[src/rtl/alu_pkg.sv]
// rtl/alu_pkg.sv - shared widths, opcode encodings, buffered-entry layout and snoop rule
package alu_pkg;

  localparam int DATA_W = 16;
  localparam int RA_W   = 3;
  localparam int OP_W   = 4;
  localparam int IMM_W  = 5;

  typedef enum logic [OP_W-1:0] {
    ADD  = 4'd0,
    SUB  = 4'd1,
    AND  = 4'd2,
    OR   = 4'd3,
    XOR  = 4'd4,
    NOT  = 4'd5,
    CLR  = 4'd6,
    CMPE = 4'd7,
    CMPG = 4'd8,
    CMPL = 4'd9,
    SHRA = 4'd10,
    SHRL = 4'd11,
    SHL  = 4'd12
  } alu_op_e;

  typedef enum logic [1:0] {
    EMPTY = 2'd0,
    ONE   = 2'd1,
    TWO   = 2'd2
  } stage_state_e;

  typedef struct packed {
    logic [OP_W-1:0]   op;
    logic [RA_W-1:0]   dst;
    logic [RA_W-1:0]   src_a;
    logic [RA_W-1:0]   src_b;
    logic              imm_sel;
    logic [DATA_W-1:0] a;
    logic [DATA_W-1:0] b;
  } entry_t;

  localparam int ENTRY_W = $bits(entry_t);

  function automatic logic [DATA_W-1:0] zext_imm(input logic [IMM_W-1:0] imm);
    return {{(DATA_W-IMM_W){1'b0}}, imm};
  endfunction

  // Writeback overwrite of a held entry; immediate-sourced B is never touched.
  function automatic entry_t snoop(input entry_t e, input logic live, input logic we,
                                   input logic [RA_W-1:0] dst, input logic [DATA_W-1:0] data);
    entry_t r;
    r = e;
    if (live && we) begin
      if (e.src_a == dst) r.a = data;
      if (!e.imm_sel && e.src_b == dst) r.b = data;
    end
    return r;
  endfunction

endpackage

[src/rtl/operand_entry.sv]
// rtl/operand_entry.sv - one buffered issue entry that tracks writebacks while held
module operand_entry
  import alu_pkg::*;
(
  input  logic               clk,
  input  logic               rst_n,
  input  logic               live,
  input  logic               load,
  input  logic [ENTRY_W-1:0] load_data,
  input  logic               wb_we,
  input  logic [RA_W-1:0]    wb_dst,
  input  logic [DATA_W-1:0]  wb_data,
  output logic [ENTRY_W-1:0] q
);

  entry_t q_r;

  always_ff @(posedge clk or negedge rst_n) begin
    if (!rst_n) begin
      q_r <= '0;
    end else if (load) begin
      q_r <= entry_t'(load_data);
    end else begin
      q_r <= snoop(q_r, live, wb_we, wb_dst, wb_data);
    end
  end

  assign q = q_r;

endmodule

[src/rtl/alu_operand_stage.sv]
// rtl/alu_operand_stage.sv - operand select, writeback bypass and two-entry skid buffer ahead of the ALU
module alu_operand_stage
  import alu_pkg::*;
(
  input  logic              clk,
  input  logic              rst_n,
  input  logic              flush,
  input  logic              in_valid,
  output logic              in_ready,
  input  logic [OP_W-1:0]   in_op,
  input  logic [RA_W-1:0]   in_dst,
  input  logic [RA_W-1:0]   in_src_a,
  input  logic [RA_W-1:0]   in_src_b,
  input  logic [DATA_W-1:0] in_rdata_a,
  input  logic [DATA_W-1:0] in_rdata_b,
  input  logic              in_imm_sel,
  input  logic [IMM_W-1:0]  in_imm,
  input  logic              wb_we,
  input  logic [RA_W-1:0]   wb_dst,
  input  logic [DATA_W-1:0] wb_data,
  output logic              out_valid,
  input  logic              out_ready,
  output logic [DATA_W-1:0] out_a,
  output logic [DATA_W-1:0] out_b,
  output logic [OP_W-1:0]   out_op,
  output logic [RA_W-1:0]   out_dst
);

  stage_state_e state, state_nxt;
  logic   push, pop;
  logic   head_load, skid_load, head_from_skid;
  entry_t cap, head_q, skid_q, skid_fwd, head_d;

  assign push = in_valid & in_ready;
  assign pop  = out_valid & out_ready;

  always_comb begin
    cap         = '0;
    cap.op      = in_op;
    cap.dst     = in_dst;
    cap.src_a   = in_src_a;
    cap.src_b   = in_src_b;
    cap.imm_sel = in_imm_sel;
    cap.a       = (wb_we && wb_dst == in_src_a) ? wb_data : in_rdata_a;
    if (in_imm_sel)
      cap.b = zext_imm(in_imm);
    else
      cap.b = (wb_we && wb_dst == in_src_b) ? wb_data : in_rdata_b;
  end

  always_ff @(posedge clk or negedge rst_n) begin
    if (!rst_n) state <= EMPTY;
    else        state <= state_nxt;
  end

  always_comb begin
    state_nxt      = state;
    head_load      = 1'b0;
    skid_load      = 1'b0;
    head_from_skid = 1'b0;
    if (flush) begin
      state_nxt = EMPTY;
    end else begin
      case (state)
        EMPTY: if (push) begin
          state_nxt = ONE;
          head_load = 1'b1;
        end
        ONE: begin
          if (push && pop) begin
            head_load = 1'b1;
          end else if (push) begin
            state_nxt = TWO;
            skid_load = 1'b1;
          end else if (pop) begin
            state_nxt = EMPTY;
          end
        end
        TWO: if (pop) begin
          state_nxt      = ONE;
          head_load      = 1'b1;
          head_from_skid = 1'b1;
        end
        default: state_nxt = EMPTY;
      endcase
    end
  end

  // The skid entry hands over with this cycle's writeback already applied.
  assign skid_fwd = snoop(skid_q, state == TWO, wb_we, wb_dst, wb_data);
  assign head_d   = head_from_skid ? skid_fwd : cap;

  operand_entry u_head (
    .clk       (clk),
    .rst_n     (rst_n),
    .live      (state != EMPTY),
    .load      (head_load),
    .load_data (head_d),
    .wb_we     (wb_we),
    .wb_dst    (wb_dst),
    .wb_data   (wb_data),
    .q         (head_q)
  );

  operand_entry u_skid (
    .clk       (clk),
    .rst_n     (rst_n),
    .live      (state == TWO),
    .load      (skid_load),
    .load_data (cap),
    .wb_we     (wb_we),
    .wb_dst    (wb_dst),
    .wb_data   (wb_data),
    .q         (skid_q)
  );

  assign in_ready  = (state != TWO);
  assign out_valid = (state != EMPTY);
  assign out_a     = head_q.a;
  assign out_b     = head_q.b;
  assign out_op    = head_q.op;
  assign out_dst   = head_q.dst;

  logic unused_head_tags;
  assign unused_head_tags = ^{head_q.src_a, head_q.src_b, head_q.imm_sel};

endmodule

[config.mk]
export PLATFORM = sky130hd
export DESIGN_NAME = alu_operand_stage
export DESIGN_NICKNAME = d
export VERILOG_FILES = /design/src/rtl/alu_pkg.sv /design/src/rtl/operand_entry.sv /design/src/rtl/alu_operand_stage.sv
export SDC_FILE = /design/constraint.sdc
export NUM_CORES = 1
export LEC_CHECK = 0
export BUFFER_PORTS_ARGS = -buffer_cell sky130_fd_sc_hd__clkbuf_2
export CORE_ASPECT_RATIO = 0.6
export CORE_MARGIN = 8
export CORE_UTILIZATION = 45
export CTS_BUF_LIST = sky130_fd_sc_hd__clkbuf_4 sky130_fd_sc_hd__clkbuf_8
export CTS_CLUSTER_DIAMETER = 30
export CTS_CLUSTER_SIZE = 10
export DETAILED_ROUTE_END_ITERATION = 12
export PLACE_DENSITY_LB_ADDON = 0.1
export SYNTH_ARGS = -nofsm -noshare
export SYNTH_HDL_FRONTEND = slang
export SYNTH_SLANG_ARGS = --single-unit
[constraint.sdc]
create_clock -name clk -period 4.9 [get_ports clk]
set_clock_uncertainty 0.2 [all_clocks]
set_input_delay 0.98 -clock clk [delete_from_list [all_inputs] [get_ports clk]]
set_output_delay 0.98 -clock clk [all_outputs]
set_load 0.02 [all_outputs]
==> results.md, run 1 <==
* Leakage power at 2.96 nW
* Clk buf depth at 2
* Synth Flop Type: dfrtp_1
* Pwr/cell area at between 300 and 400 mW/mm^2
* Least-Margin Pin Slew at 1.09 ns
* Max transition margin at 27.0%
* Number of global-route vias before repair at between 4000 and 5000
* CTS root buffer: clkbuf_8
* Max_cap viols at 0
* Overall die height at 102 um
* Hold Worst Slack at roughly 0.28 ns
* Remaining DRCs at 0
* TNS Setup at 0 ns
* Setup bufs post-CTS at 0
* Slowest-stage cell, CP: nand4_1
* Fill cells at between 1000 and 1500
* Post-CTS Hold Fix Bufs at 0
* Arrival time at the worst endpoint at roughly 3.2 ns
* Die area at between 0.015 and 0.02 sq mm
* Most common cell after layout, fill and taps aside: clkbuf_2
* EDFF count, synth at 0
* Crit-path max FO at 16
* Largest net degree at the start of global routing at 66
* GRT Total Usage at 20.1%
* Avg WL per Cell at 20.5 um
* Wire length on met3 at 1120 um
* VDD IR max at 158 uV
* Post-synthesis async set-or-reset flop share at 100%
* TritonRoute pass-1 iters at 4
* Worst hold path type: flip-flop to flip-flop
* Clk_lat worst skew at ~0.37 ns
* Reg clk slew, reported paths at 0.10 ns
* Synth Cell Area at between 0.005 and 0.006 sq mm
* Core Rows at 31
* Port buffer count at around 120
* Routed WL at 16200 um
* Layout cell share with drive strength beyond 1 at 25.0%
* Vias/cell at 5.62
* Top sig layer: met4
* Initial antenna violation count at 0
* Storage cell area at 0.00235 sq mm
* RSZ-0062 raised after global routing: no
* Fmax at 317 MHz
* Seq/Total Area, Yosys at about 43%
* #FFs+latches synth at 94
* Place WS at 1.38 ns
* Metal-1 WL at 8330 um
* I/O pin cnt at 117
* Final-report hold violation count at 0
* Post-CTS Resized at 0
* Max-slew violations at 0
* Final nets at roughly 690
* Clk sinks at 94
* Worst EP required at 4.96 ns
* Via count at 4427
* Cell family with most CP delay: compound AO/OA/AOI/OAI gates
* Placer Congestion at 0.787
* DP Wirelength at 11300 um
* Syn nets at 638
* Worst path bufs/invs at 2
* Core area at 0.0120 sq mm
* Starting density of the core at 45.9%
* First-pass GRT wire length at ~26000 um
* Pwr Total at 2.23 mW
* Worst Slack Setup Final at 1.74 ns
* ANT cells at 0
* CTS tree: yes
* Final setup vio count at 0
* Critical-path cell list: clkbuf_2 -> xnor2_1 -> nand4_1 -> buf_4 -> o21ba_1 -> o22ai_1 -> nor2_1
* Syn avg cell area at just under 10 sq um
* Minimum clock period at 3.16 ns
* Critical path class: input pin to flip-flop
* Met2 routed WL at ~6600 um
* Final Cycle Share at ~64%
* P&R area growth vs syn at 9.93%
* Post-route ant nets at 0
* CTS Buf Count at 9
* Synth Instances at 562
* Status: finished clean
* Max stage delay on crit path at 0.57 ns
* Number of distinct library cells after synthesis at 44
* Crit start category: input pin
* Worst Setup End Kind: flip-flop
* Die width at 159 um
* Most frequent cells in the layout: clkbuf_2 (115), dfrtp_1 (94), nor2_1 (86), mux2i_1 (60), nand2_1 (46)
* DRT iter0 DRCs at 290
* Area occupied by multi-input gates at 0.00265 sq mm
* H-tree depth at 3
* Total grt overflow at 0
* Syn. warnings at 0
-- worst paths after layout --
path | slack, ns | startpoint | cells past startpoint | end
worst max-delay path | 1.74 | wb_dst[0] | 7 | u_skid.q[24]
worst min-delay path | 0.28 | u_skid.q[43] | 2 | u_skid.q[43]
worst max register to register | 2.08 | state[1] | 5 | u_head.q[23]
worst min register to register | 0.28 | u_skid.q[43] | 2 | u_skid.q[43]
max in group asynchronous | 3.07 | rst_n | 2 | u_head.q[22]
min in group asynchronous | 0.52 | rst_n | 1 | state[0]
-- synthesized netlist by cell type, types with 2 or more instances --
master	number	area share [%]
buf_1	4	0.27
o211a_1	5	0.91
buf_2	9	0.82
xnor2_1	9	1.4
o21ai_0	6	0.54
o32a_1	16	2.9
buf_4	43	5.8
o22a_1	16	2.5
nand4_1	2	0.23
buf_6	5	1.0
o211ai_1	4	0.54
nand2_1	46	3.1
o22ai_2	5	1.1
o21a_1	16	2.2
clkbuf_1	18	1.2
nor2b_1	3	0.34
nor2_1	86	5.8
a2bb2oi_1	16	2.5
mux2_1	4	0.82
nand4_4	2	0.77
xor2_1	6	0.95
o22ai_1	36	4.1
o21ai_1	17	1.5
mux2i_1	60	11
inv_1	2	0.14
dfrtp_1	94	43
nand3b_1	2	0.27
a21oi_1	4	0.36
xnor2_2	3	0.88
nand2b_1	9	1.0
-- sequential cells by signal (all words and copies together) (netlist names) --
signal and cells:
u_head.q 46, u_skid.q 46, state 2
-- kinds of logic after synthesis --
kind of cell,count (synthesis),synth area share (%)
xor+xnor,18,3.26
buf+inv,82,9.59
simple gates,159,12.9
compound gates,144,19.8
flops,94,42.6
mux,65,11.9
-- power by group --
group	internal, mW	total, mW	switching [mW]
registers	0.958	1.07	0.110
logic	0.258	0.618	0.360
clock network	0.243	0.546	0.302
-- layer usage --
layer  track usage (%)  vias up
li1                  -     2081
met1              29.9     2183
met2              28.6      152
met3              5.44       11
met4              3.68        0
met5                 0        -
-- through the flow --
step                      cell area (sq um)  utilization (%)  cells
after detailed placement               5860             48.8    772
after CTS                              6070             50.5    788
after global routing                   6070             50.5    788
after global placement                 5860             48.8    772
after floorplan                        5520                -    562
final                                  6070             50.5    788
-- area by class of cell --
cell class                      instances  area share [%]
Multi-Input combinational cell        386            43.6
Sequential cell                        94            38.8
Timing Repair Buffer                  125            10.7
Tap cell                              165            3.40
Clock buffer                            9            2.04
Clock inverter                          7            1.32
Inverter                                2           0.124
-- worst min-delay path, stage by stage, from the launching register on --
cell and delay, ns:
dfrtp_1 0.36, nand2_1 0.05, nand2_1 0.05
Power figures use the tool's default switching activity.
==> run 2: changes to the inputs <==
- clock period: 4.9 -> 2.9 ns (I/O delays scaled with it)
==> results.md, run 2 (synthesis gave the netlist of run 1 again) <==
* Status: finished clean
* Most common cell after layout, fill and taps aside: clkbuf_2
* VDD IR max at 248 uV (+57%)
* DRT iter0 DRCs at 367 (+27%)
* Largest net degree at the start of global routing at 47 (-29%)
* Routed WL at 16000 um (-0.92%)
* Final-report hold violation count at 0 (unchanged)
* Total grt overflow at 0 (unchanged)
* TritonRoute pass-1 iters at 6 (+2)
* Crit start category: flip-flop
* Core area at 0.0120 sq mm (unchanged)
* RSZ-0062 raised after global routing: no
* Pwr/cell area at 594 mW/mm^2 (+61%)
* Final Cycle Share at 79.7%
* Max transition margin at 46.5% (+19 points)
* Fmax at 433 MHz
* Die width at 159 um (unchanged)
* Worst EP required at 2.96 ns (-2.00 ns)
* I/O pin cnt at 117 (unchanged)
* TNS Setup at 0 ns (unchanged)
* Max stage delay on crit path at 0.49 ns (-0.08 ns)
* ANT cells at 0 (unchanged)
* GRT Total Usage at 19.8% (-0.28 points)
* P&R area growth vs syn at 11.5%
* Worst hold path type: input pin to flip-flop
* Critical-path cell list: nor3b_1 -> nor2b_2 -> nand2_1 -> nor2_1 -> nor2_1
* Cell mode on critical path: nor2_1
* Dpl cells at 781 (+1.2%)
* Final setup vio count at 0 (unchanged)
* Cell family with most CP delay: simple AND/OR/NAND/NOR gates
* Remaining DRCs at 0 (unchanged)
* Clk_lat worst skew at 0.37 ns (about the same)
* Leakage power at 3.00 nW (+1.3%)
* Worst path bufs/invs at 0 (-2)
* Fill cells at 1150 (-1.2%)
* Layout cell share with drive strength beyond 1 at 26.1% (+1.0 points)
* Overall die height at 102 um (unchanged)
* CTS Buf Count at 9 (unchanged)
* Setup bufs post-CTS at 0 (unchanged)
* Post-route ant nets at 0 (unchanged)
* Post-CTS Resized at 0 (unchanged)
* Port buffer count at 116 (unchanged)
* Number of global-route vias before repair at 4561 (-1.6%)
* Setup slack, reg-to-reg at 0.59 ns (-1.49 ns)
* Least-Margin Pin Slew at 0.803 ns (-0.289 ns)
* Most frequent cells in the layout: clkbuf_2 (115), dfrtp_1 (94), nor2_1 (86), mux2i_1 (60), nand2_1 (46)
* Critical path class: flip-flop to flip-flop
* Via count at 4475 (+1.1%)
* Core Rows at 31 (unchanged)
* Die area at 0.0162 sq mm (unchanged)
* Arrival time at the worst endpoint at 2.37 ns (-0.85 ns)
* CTS tree: yes
* Max_cap viols at 0 (unchanged)
* CTS root buffer: clkbuf_8
* First-pass GRT wire length at 25300 um (-1.8%)
* Slowest-stage cell, CP: nor3b_1
* Clk sinks at 94 (unchanged)
* Clk buf depth at 2 (unchanged)
* Fin cells at 798 (+1.3%)
* Avg WL per Cell at 20.1 um (-2.2%)
* DP Wirelength at 11200 um (-0.15%)
* H-tree depth at 3 (unchanged)
* Reg clk slew, reported paths at 0.10 ns (about the same)
* Post-CTS Hold Fix Bufs at 1 (+1)
* Final nets at 704 (+1.4%)
* Placer Congestion at 0.782 (-0.67%)
* Max-slew violations at 0 (unchanged)
* Starting density of the core at 45.9% (unchanged)
* Vias/cell at 5.61 (-0.18%)
* Crit-path max FO at 16 (unchanged)
* Minimum clock period at 2.31 ns
* Initial antenna violation count at 0 (unchanged)
* Worst Setup End Kind: flip-flop
==> run 2: cell count changes in the layout (fill, tap and decap cells not counted) <==
cell           change
clkinvlp_4         +2
bufinv_16          -1
buf_4              +6
inv_6              -1
dlygate4sd3_1      +1
buf_12             +3
inv_8              -1
clkinv_2           +1
==> run 2: final timing paths <==
kind / startpoint / end / cells after the start
min in group asynchronous: rst_n / u_head.q[2] / 2
min: in_op[1] / u_skid.q[43] / 3
max in group asynchronous: rst_n / u_skid.q[26] / 3
min reg2reg: u_skid.q[39] / u_skid.q[39] / 2
max: state[1] / u_skid.q[21] / 5
max reg2reg: state[1] / u_skid.q[21] / 5
==> run 2: power breakdown <==
group | internal (mW) | switching (mW)
clock network | 0.313 | 0.489
logic | 0.444 | 0.599
registers | 1.62 | 0.189
total | 2.38 | 1.28
==> run 2: cell type report <==
cell class	count	area (sq um)	area share [%]
Tap cell	165	206	3.36
Clock inverter	7	50.0	0.813
Clock buffer	9	124	2.01
Inverter	2	7.51	0.122
Sequential cell	94	2350	38.2
Timing Repair Buffer	135	766	12.4
Multi-Input combinational cell	386	2650	43.0
==> run 2: through the flow <==
step                cell area [sq um]  util [%]  hold slack [ns]  total power [mW]  setup slack, ns
finish                           6150      51.2            0.213              3.65            0.589
global route                     6150      51.2            0.198              3.87            0.382
CTS                              6150      51.2            0.197              3.69            0.599
detailed placement               5970      49.6            0.263              2.88            0.324
global placement                 5970      49.6            0.258              2.84            0.335
floorplan                        5520         -           0.0844              2.64            0.634
==> run 2: worst min-delay path, delay by kind of cell <==
kind	cells	cell delay, ns
and+or+nand+nor	2	0.09
buffers and inverters	1	0.09
==> run 2: routing by layer <==
layer / track usage [%] / up-vias / part of all wire (%) / routed length [um]
li1: - / 2107 / - / -
met1: 28.8 / 2180 / 51 / 8150
met2: 28.5 / 176 / 42 / 6650
met3: 5.76 / 12 / 6.8 / 1090
met4: 4.18 / 0 / 0.77 / 123
met5: 0 / - / 0 / 0
==> run 3: changes to the inputs <==
- ABC_AREA: not set -> 1
- clock period: 2.9 -> 2.2 ns (I/O delays scaled with it)
==> results.md, run 3 <==
* Status: finished clean
* CTS tree: yes
* Final-report hold violation count at 0 (unchanged)
* Initial antenna violation count at 0 (unchanged)
* Post-layout instance area at 0.00712 sq mm (+16%)
* VDD IR max at 387 uV (+56%)
* Most Crowded Layer GR: met1
* Most frequent cells after synthesis: nand3_1 (180), nand2_1 (179), inv_1 (134)
* Fmax at 471 MHz (+9.0%)
* Hold Worst Slack at 0.0784 ns (-0.135 ns)
* CTS root buffer: clkbuf_8
* DRT iter0 DRCs at 619 (+69%)
* Cell family with most CP delay: simple AND/OR/NAND/NOR gates
* CTS Buf Count at 9 (unchanged)
* DP Wirelength at 14300 um (+27%)
* Avg WL per Cell at 16.9 um (-16%)
* Largest net degree at the start of global routing at 39 (-17%)
* Post-synth top area share at 37.5% (-5.1 points)
* Core Util, Final at 52.3% (+1.1 points)
* I/O pin cnt at 117 (unchanged)
* Fill cells at 1418 (+23%)
* Worst path bufs/invs at 2 (+2)
* Placer Congestion at 0.872 (+12%)
* Vias/cell at 5.25 (-6.5%)
* Starting density of the core at 46.0% (+0.077 points)
* Pwr/cell area at 847 mW/mm^2 (+43%)
* Cell mode on critical path: nor2_1
* Die area at 0.0181 sq mm (+12%)
* Max transition margin at 64.7% (+18 points)
* Layout cell share with drive strength beyond 1 at 23.7% (-2.4 points)
* TritonRoute pass-1 iters at 5 (-1)
* Most frequent cells in the layout: nand2_1 (179), nand3_1 (179), inv_1 (134), clkbuf_2 (115), dfrtp_1 (94)
* Seq/Total Area, Yosys at 37.5% (-5.1 points)
* Worst hold path type: input pin to flip-flop
* Core Rows at 33 (+6.5%)
* P&R area growth vs syn at 13.7%
* Leakage power at 3.87 nW (+29%)
* EDFF count, synth at 0 (unchanged)
* Final Cycle Share at 96.4% (+17 points)
* ANT cells at 0 (unchanged)
* Crit start category: flip-flop
* Post-synthesis async set-or-reset flop share at 100% (unchanged)
* Critical-path cell list: nor2_1 -> nor2_1 -> nand4_2 -> buf_12 -> o21ai_0 -> nand3_1 -> nand2_1 -> inv_1
* Area leader, netlist: dfrtp_1
* Slowest-stage cell, CP: dfrtp_1
* Synth Flop Type: dfrtp_1
* Number of distinct library cells after synthesis at 36 (-18%)
* Worst EP required at 2.28 ns (-0.68 ns)
* Top post-synthesis cells by area: dfrtp_1 (38%), nand3_1 (14%), nand2_1 (11%)
* Clk sinks at 94 (unchanged)
* Routed WL at 19400 um (+21%)
* Post-route ant nets at 0 (unchanged)
* Synth Instances at 892 (+59%)
* TNS Setup at 0 ns (unchanged)
* RSZ-0062 raised after global routing: no
* Reg clk slew, reported paths at 0.10 ns (about the same)
* Minimum clock period at 2.12 ns (-0.190 ns)
* Critical path class: flip-flop to flip-flop
* Overall die height at 107 um (+5.5%)
* Grt met1 use at 32.4% (+3.6 points)
* Met2 Usage GRT at 30.2% (+1.7 points)
* M3 GR Usage at 5.13% (-0.64 points)
* Worst Setup End Kind: flip-flop
* Port buffer count at 116 (unchanged)
* Max_cap viols at 0 (unchanged)
* Core area at 0.0136 sq mm (+13%)
* Crit-path max FO at 17 (+1)
* Synth Cell Area at 0.00627 sq mm (+14%)
* Fin cells at 1154 (+45%)
* Clk buf depth at 2 (unchanged)
* Most frequent cell after synthesis: nand3_1
* Clk_lat worst skew at 0.38 ns (about the same)
* Dpl cells at 1136 (+45%)
* GRT Total Usage at 21.5% (+1.6 points)
* Number of global-route vias before repair at 5598 (+23%)
* H-tree depth at 3 (unchanged)
* Die width at 168 um (+5.9%)
* #FFs+latches synth at 94 (unchanged)
* Dpl cell area at 0.00688 sq mm (+15%)
* Remaining DRCs at 0 (unchanged)
* Via count at 6053 (+35%)
* Syn avg cell area at 7.02 sq um (-28%)
* Max-slew violations at 0 (unchanged)
* Arrival time at the worst endpoint at 2.20 ns (-0.17 ns)
* First-pass GRT wire length at 30700 um (+21%)
* Final setup vio count at 0 (unchanged)
* Final nets at 1051 (+49%)
* Syn. warnings at 0 (unchanged)
* Max stage delay on crit path at 0.42 ns (-0.07 ns)
* Syn nets at 968 (+52%)
* Total grt overflow at 0 (unchanged)
* Least-Margin Pin Slew at 0.527 ns (-0.276 ns)
[run 3: cell types whose count changed after synthesis, sizes merged, moves of 26 or more]
cell and change:
nand3 +182, nand2 +156, inv +141, mux2i -60, nor2 -34, o21ai +34, nand4 +26, o22ai -26
[run 3: cell families (layout without fill, tap and decap cells)]
group	Yosys count	count (layout)	synth area share (%)
compound gates	80	80	7.33
buf+inv	225	312	17.0
flops	94	94	37.5
simple gates	485	485	36.8
mux	1	1	0.180
xor+xnor	7	7	1.10
[run 3: repair_timing]
action	in CTS	in global routing
buffers inserted	0	2
endpoints found under the hold margin	24	0
hold buffers	1	0
endpoints found under the setup margin	16	27
gates resized for setup	1	2
[run 3: routing by layer]
metal | routed length (um) | vias up | part of all wire, %
li1 | - | 2978 | -
met1 | 9480 | 2795 | 49
met4 | 183 | 0 | 0.94
met3 | 1850 | 18 | 9.5
met5 | 0 | - | 0
met2 | 7930 | 262 | 41
[run 3: final timing paths]
kind                            cells after the start  slack, ns           end    startpoint
worst max-delay path                                8       0.08  u_head.q[10]      state[0]
worst min-delay path                                3       0.08  u_skid.q[45]      in_op[3]
max in group asynchronous                           3       0.91  u_head.q[22]         rst_n
worst min register to register                      2       0.28  u_skid.q[40]  u_skid.q[40]
worst max register to register                      8       0.08  u_head.q[10]      state[0]
min in group asynchronous                           2       0.32  u_head.q[41]         rst_n
[run 3: power by group]
| part | leakage, nW | switching, mW | internal (mW) | total [mW] |
|---|---|---|---|---|
| Clock | 0.0961 | 0.662 | 0.537 | 1.20 |
| Combinational | 2.66 | 1.45 | 0.849 | 2.30 |
| Sequential | 1.12 | 0.249 | 2.28 | 2.53 |
[run 3: stage by stage]
| stage | power, mW | setup slack [ns] |
|---|---|---|
| 4_1_cts | 6.05 | 0.0367 |
| 2_1_floorplan | 4.35 | 0.337 |
| 3_3_place_gp | 4.83 | -0.135 |
| 5_1_grt | 6.47 | 0.0245 |
| 6_report | 6.03 | 0.0790 |
| 3_5_place_dp | 4.85 | -0.165 |
[run 3: cell type report]
class	count	area [sq um]	share of cell area, %
well taps	175	219	3.07
repair buffers	154	958	13.5
inverters	143	539	7.57
clock buffers	10	131	1.84
multi-input cells	573	2860	40.2
flip-flops and latches	94	2350	33.0
clock inverters	5	60.1	0.843
[run 3: worst min-delay path, cell delays in order]
cell and delay (ns):
clkbuf_2 0.09, nand2_1 0.05, nand2_1 0.06
